`src/rtl/scratchpad_write_arbiter.sv`:
```
// Round-robin arbiter that shares one SRAM write port between two requesters.
// Grants are bounded bursts with bubble-free handover; the SRAM-side port is fully registered.
module scratchpad_write_arbiter #(
  parameter int DATA_W    = 16,
  parameter int ADDR_W    = 12,
  parameter int MAX_BURST = 4
) (
  input  logic              clock,
  input  logic              reset,
  input  logic              req0,
  input  logic [ADDR_W-1:0] addr0,
  input  logic [DATA_W-1:0] data0,
  output logic              gnt0,
  input  logic              req1,
  input  logic [ADDR_W-1:0] addr1,
  input  logic [DATA_W-1:0] data1,
  output logic              gnt1,
  output logic              WE,
  output logic [ADDR_W-1:0] WriteAddress,
  output logic [DATA_W-1:0] WriteBus
);

  typedef enum logic [1:0] {IDLE, GRANT0, GRANT1} state_t;

  localparam logic [7:0] BURST_LIMIT = 8'(MAX_BURST);

  state_t            state_q, state_d;
  logic              rr_q, rr_d;
  logic [7:0]        cnt_q, cnt_d;
  logic              we_q, we_d;
  logic [ADDR_W-1:0] waddr_q, waddr_d;
  logic [DATA_W-1:0] wdata_q, wdata_d;

  logic              cur_req;
  logic              oth_req;
  logic              beat;
  logic [7:0]        cnt_inc;

  always_comb begin
    cur_req = (state_q == GRANT0) ? req0 : req1;
    oth_req = (state_q == GRANT0) ? req1 : req0;
    beat    = (state_q != IDLE) && cur_req;
    cnt_inc = cnt_q + 8'd1;

    state_d = state_q;
    rr_d    = rr_q;
    cnt_d   = cnt_q;
    we_d    = 1'b0;
    waddr_d = waddr_q;
    wdata_d = wdata_q;

    case (state_q)
      IDLE: begin
        cnt_d = 8'd0;
        if (req0 && (!req1 || !rr_q)) begin
          state_d = GRANT0;
        end else if (req1) begin
          state_d = GRANT1;
        end
      end
      GRANT0, GRANT1: begin
        if (beat) begin
          we_d    = 1'b1;
          waddr_d = (state_q == GRANT0) ? addr0 : addr1;
          wdata_d = (state_q == GRANT0) ? data0 : data1;
          cnt_d   = cnt_inc;
        end
        // Release on a dropped request or on the beat that exhausts the burst.
        if (!cur_req || (cnt_inc == BURST_LIMIT)) begin
          cnt_d = 8'd0;
          rr_d  = (state_q == GRANT0);
          if (oth_req) begin
            state_d = (state_q == GRANT0) ? GRANT1 : GRANT0;
          end else if (cur_req) begin
            state_d = state_q;
          end else begin
            state_d = IDLE;
          end
        end
      end
      default: begin
        state_d = IDLE;
      end
    endcase
  end

  always_ff @(posedge clock) begin
    if (reset) begin
      state_q <= IDLE;
      rr_q    <= 1'b0;
      cnt_q   <= 8'd0;
      we_q    <= 1'b0;
      waddr_q <= '0;
      wdata_q <= '0;
    end else begin
      state_q <= state_d;
      rr_q    <= rr_d;
      cnt_q   <= cnt_d;
      we_q    <= we_d;
      waddr_q <= waddr_d;
      wdata_q <= wdata_d;
    end
  end

  assign gnt0         = (state_q == GRANT0);
  assign gnt1         = (state_q == GRANT1);
  assign WE           = we_q;
  assign WriteAddress = waddr_q;
  assign WriteBus     = wdata_q;

endmodule

```
`config.mk`:
```
export PLATFORM = sky130hd
export DESIGN_NAME = scratchpad_write_arbiter
export DESIGN_NICKNAME = d
export VERILOG_FILES = /design/src/rtl/scratchpad_write_arbiter.sv
export SDC_FILE = /design/constraint.sdc
export NUM_CORES = 1
export LEC_CHECK = 0
export ABC_AREA = 1
export CAP_MARGIN = 20
export CORE_ASPECT_RATIO = 1.2
export CORE_MARGIN = 4
export CORE_UTILIZATION = 42
export CTS_CLUSTER_DIAMETER = 120
export DETAILED_ROUTE_END_ITERATION = 8
export GPL_TIMING_DRIVEN = 0
export PLACE_DENSITY = 0.81
export SYNTH_ARGS = -nofsm -noshare
export SYNTH_HDL_FRONTEND = slang
export SYNTH_SLANG_ARGS = --single-unit
```
`constraint.sdc`:
```
create_clock -name clock -period 2 [get_ports clock]
set_input_delay 0.2 -clock clock [delete_from_list [all_inputs] [get_ports clock]]
set_output_delay 0.2 -clock clock [all_outputs]
set_load 0.05 [all_outputs]
```
==> summary.md <==
| Metric | Value |
|---|---|
| Post-route setup slack | `0.1099 ns` |
| Met3 wire length | `629 um` |
| CP Capture Type | `output pin` |
| Post-layout min period | `1.890 ns` |
| Total number of vias | `2225` |
| Root buffer cell | `clkbuf_8` |
| Static leakage | `1.225 nW` |
| Synthesized area | `2028 um2` |
| Met2 WL | `2889 um` |
| Reg power frac | `0.298` |
| Largest net degree at the start of global routing | `14` |
| Int Pwr | `0.002074 W` |
| Peak VDD IR | `0.6503 mV` |
| Setup TNS | `0 ns` |
| First drt pass iteration count | `4` |
| # fillers | `400` |
| Worst Max-Slew Pin Slew | `0.5610 ns` |
| Met1 Wirelength | `2172 um` |
| Worst hold path startpoint | `reset` |
| DR vias/cell | `5.045` |
| Total Wirelength | `5804 um` |
| Die H | `84.13 um` |
| PwrDens | `1231 nW/um2` |
| Layout cells sized above 1 | `0.08094` |
| Library cells used by synthesis | `27` |
| Final setup violation count | `0` |
| Gpl congestion | `0.8088` |
| Synth area leader | `dfxtp_1` |
| Die W | `71.44 um` |
| Pre-CTS setup slack | `0.1733 ns` |
| Storage cell area | `802.0 um2` |
| Reg2Reg Depth | `11` |
| Worst Setup Start Kind | `flop` |
| Commonest non-fill, non-tap cells in the layout | `nand2_1 (96), clkdlybuf4s50_1 (88), dfxtp_1 (39), a31oi_1 (28), o21ai_0 (18)` |
| Die area | `6009 um2` |
| Multi-input logic area | `1072 um2` |
| First-pass GRT wire length | `9687 um` |
| Placed cell areas | `2992 um2` |
| TritonCTS buffer count | `5` |
| Commonest non-fill, non-tap cell in the layout | `nand2_1` |
| Synth top area share | `0.3948` |
| Synthesized net count | `353` |
| TritonCTS clock tree | `yes` |
| Critical path destination | `gnt1` |
| Final net count | `449` |
| Worst Hold Class | `in2reg` |
| Final cell count without fillers | `441` |
| Gr ovfl total | `0` |
| Final Hold Viols | `0` |
| Crit path arrival time | `1.69 ns` |
| Longest Clk Path Bufs | `2` |
| Port Buffers | `89` |
| Crit path required time | `1.80 ns` |
| Diode count | `0` |
| DP HPWL | `4584 um` |
| Synth area leaders | `dfxtp_1 (39%), nand2_1 (18%), a31oi_1 (8.6%), o21ai_0 (4.4%), ha_1 (4.3%)` |
| Clk network pwr share | `0.172` |
| Post-CTS setup buffer count | `0` |
| Skew final | `0.009414 ns` |
| Cell Count Post-Placement | `433` |
| H-Tree Depth | `2` |
| Number of global-route vias before repair | `2221` |
| Reg2reg start | `state_q[1]$_SDFFE_PP0P_` |
| Status | `complete, no violations` |
| Yosys reg bits | `40` |
| Area Overhead vs Synth | `52.99%` |
| Net Switching | `0.001747 W` |
| Clk sinks | `40` |
| FMAX | `529.1 MHz` |
| Max Cap Viol | `0` |
| WL/cell | `13.16 um` |
| WS Path Type | `reg2out` |
| 1st-iter DRT viols | `85` |
| Reg clk slew, reported paths | `0.07 ns` |
| RSZ-0062 raised after global routing | `no` |
| CORE AREA | `4628 um2` |
| Max Used Layer | `met4` |
| Slew Viols, Final | `0` |
| Insertion delay to the later sink of the worst-skew pair | `0.29 ns` |
| Final worst path period share | `0.9450` |
| Synth warnings | `0` |
| Initial antenna violation count | `0` |
| R2R Setup Slk | `0.23 ns` |
| I/O pin count | `91` |
| Post-route cell area | `3103 um2` |
| Rel. slew slack | `0.6248` |
| ANT nets after route | `0` |
| Detailed-route DRC error count | `0` |
| Initial Util | `0.4382` |
| Combinational share of power | `0.529` |
| Register area share after synthesis | `0.3948` |
| Sw Share | `0.4572` |
| Mapped Avg Cell Area | `7.092 um2` |
| Row count | `27` |
| Cells after synthesis | `286` |
| Gr usage total | `0.2029` |
| Crit. Startpoint | `state_q[0]$_SDFFE_PP0P_` |
| Worst r2r dst | `WriteAddress[9]$_SDFFE_PP0P_` |
| Worst Path Max Fanout | `5` |
## registers in the layout, indices dropped and copies added (netlist names)
signal / flops
WriteBus: 16
WriteAddress: 12
cnt_q: 8
state_q: 2
WE: 1
rr_q: 1
## metrics by stage
step	util	power [W]	hold WS, ns
6_report	0.6705	0.003820	0.2725
5_1_grt	0.6705	0.004061	0.3149
4_1_cts	0.6702	0.003844	0.2685
3_5_place_dp	0.6464	0.003185	0.4668
3_3_place_gp	0.6464	0.003160	0.4641
2_1_floorplan	-	0.002501	0.3600
## cell families (layout without fill, tap and decap cells)
logic type | count (synthesis) | in the layout | synth area share
simple gates | 131 | 131 | 0.2795
compound gates | 73 | 73 | 0.2061
flops | 40 | 40 | 0.3948
buf+inv | 35 | 132 | 0.07649
fa+ha+maj | 7 | 7 | 0.04318
## cell usage after synthesis, drive strengths merged
cell	instances
ha	7
clkbuf	9
o21ai	32
nand3b	1
nor3	1
nor2	15
nand4	3
nand2	101
dfxtp	40
buf	8
nand3	10
a31oi	29
inv	17
clkinv	1
o22ai	1
a21oi	11
## final cells by class
| class | instances | area share |
|---|---|---|
| plain buffers | 17 | 0.02742 |
| clock buffers | 5 | 0.02218 |
| clock inverters | 3 | 0.01371 |
| inverters | 18 | 0.02258 |
| multi-input cells | 211 | 0.3456 |
| flip-flops and latches | 40 | 0.2585 |
| well taps | 58 | 0.02339 |
| repair buffers | 89 | 0.2867 |
## power groups by stage
| stage | clock network (W) | logic [W] | registers [W] |
|---|---|---|---|
| global placement | 0 | 0.00202 | 0.00114 |
| global route | 0.000702 | 0.00219 | 0.00117 |
| floorplan | 0 | 0.000768 | 0.00173 |
| detailed placement | 0 | 0.00203 | 0.00115 |
| finish | 0.000658 | 0.00202 | 0.00114 |
| CTS | 0.000668 | 0.00204 | 0.00114 |
## how the worst min path moves through the flow
stage                                    end  slack, ns  depth (start not counted)
floorplan           WriteBus[0]$_SDFFE_PP0P_       0.36                          2
global placement       cnt_q[7]$_SDFFE_PP0P_       0.46                          2
detailed placement     cnt_q[7]$_SDFFE_PP0P_       0.47                          2
CTS                            WE$_SDFF_PP0_       0.27                          2
global route                   WE$_SDFF_PP0_       0.31                          2
finish                         WE$_SDFF_PP0_       0.27                          2
## repair_timing
action	in CTS	in global routing
hold buffers	0	0
endpoints found under the setup margin	1	19
cloned	0	0
resized for setup	1	1
## worst max-delay path, stage by stage, from the launching register on
cell and delay, ns:
dfxtp_1 0.42, inv_1 0.09, ha_1 0.20, clkdlybuf4s50_1 0.70
## per-layer routing
layer  up-vias  GRT usage
li1       1147          -
met1       989     0.1959
met2        78     0.3645
met3        11     0.1060
met4         0    0.06667
met5         -          0
Power figures use the tool's default switching activity.
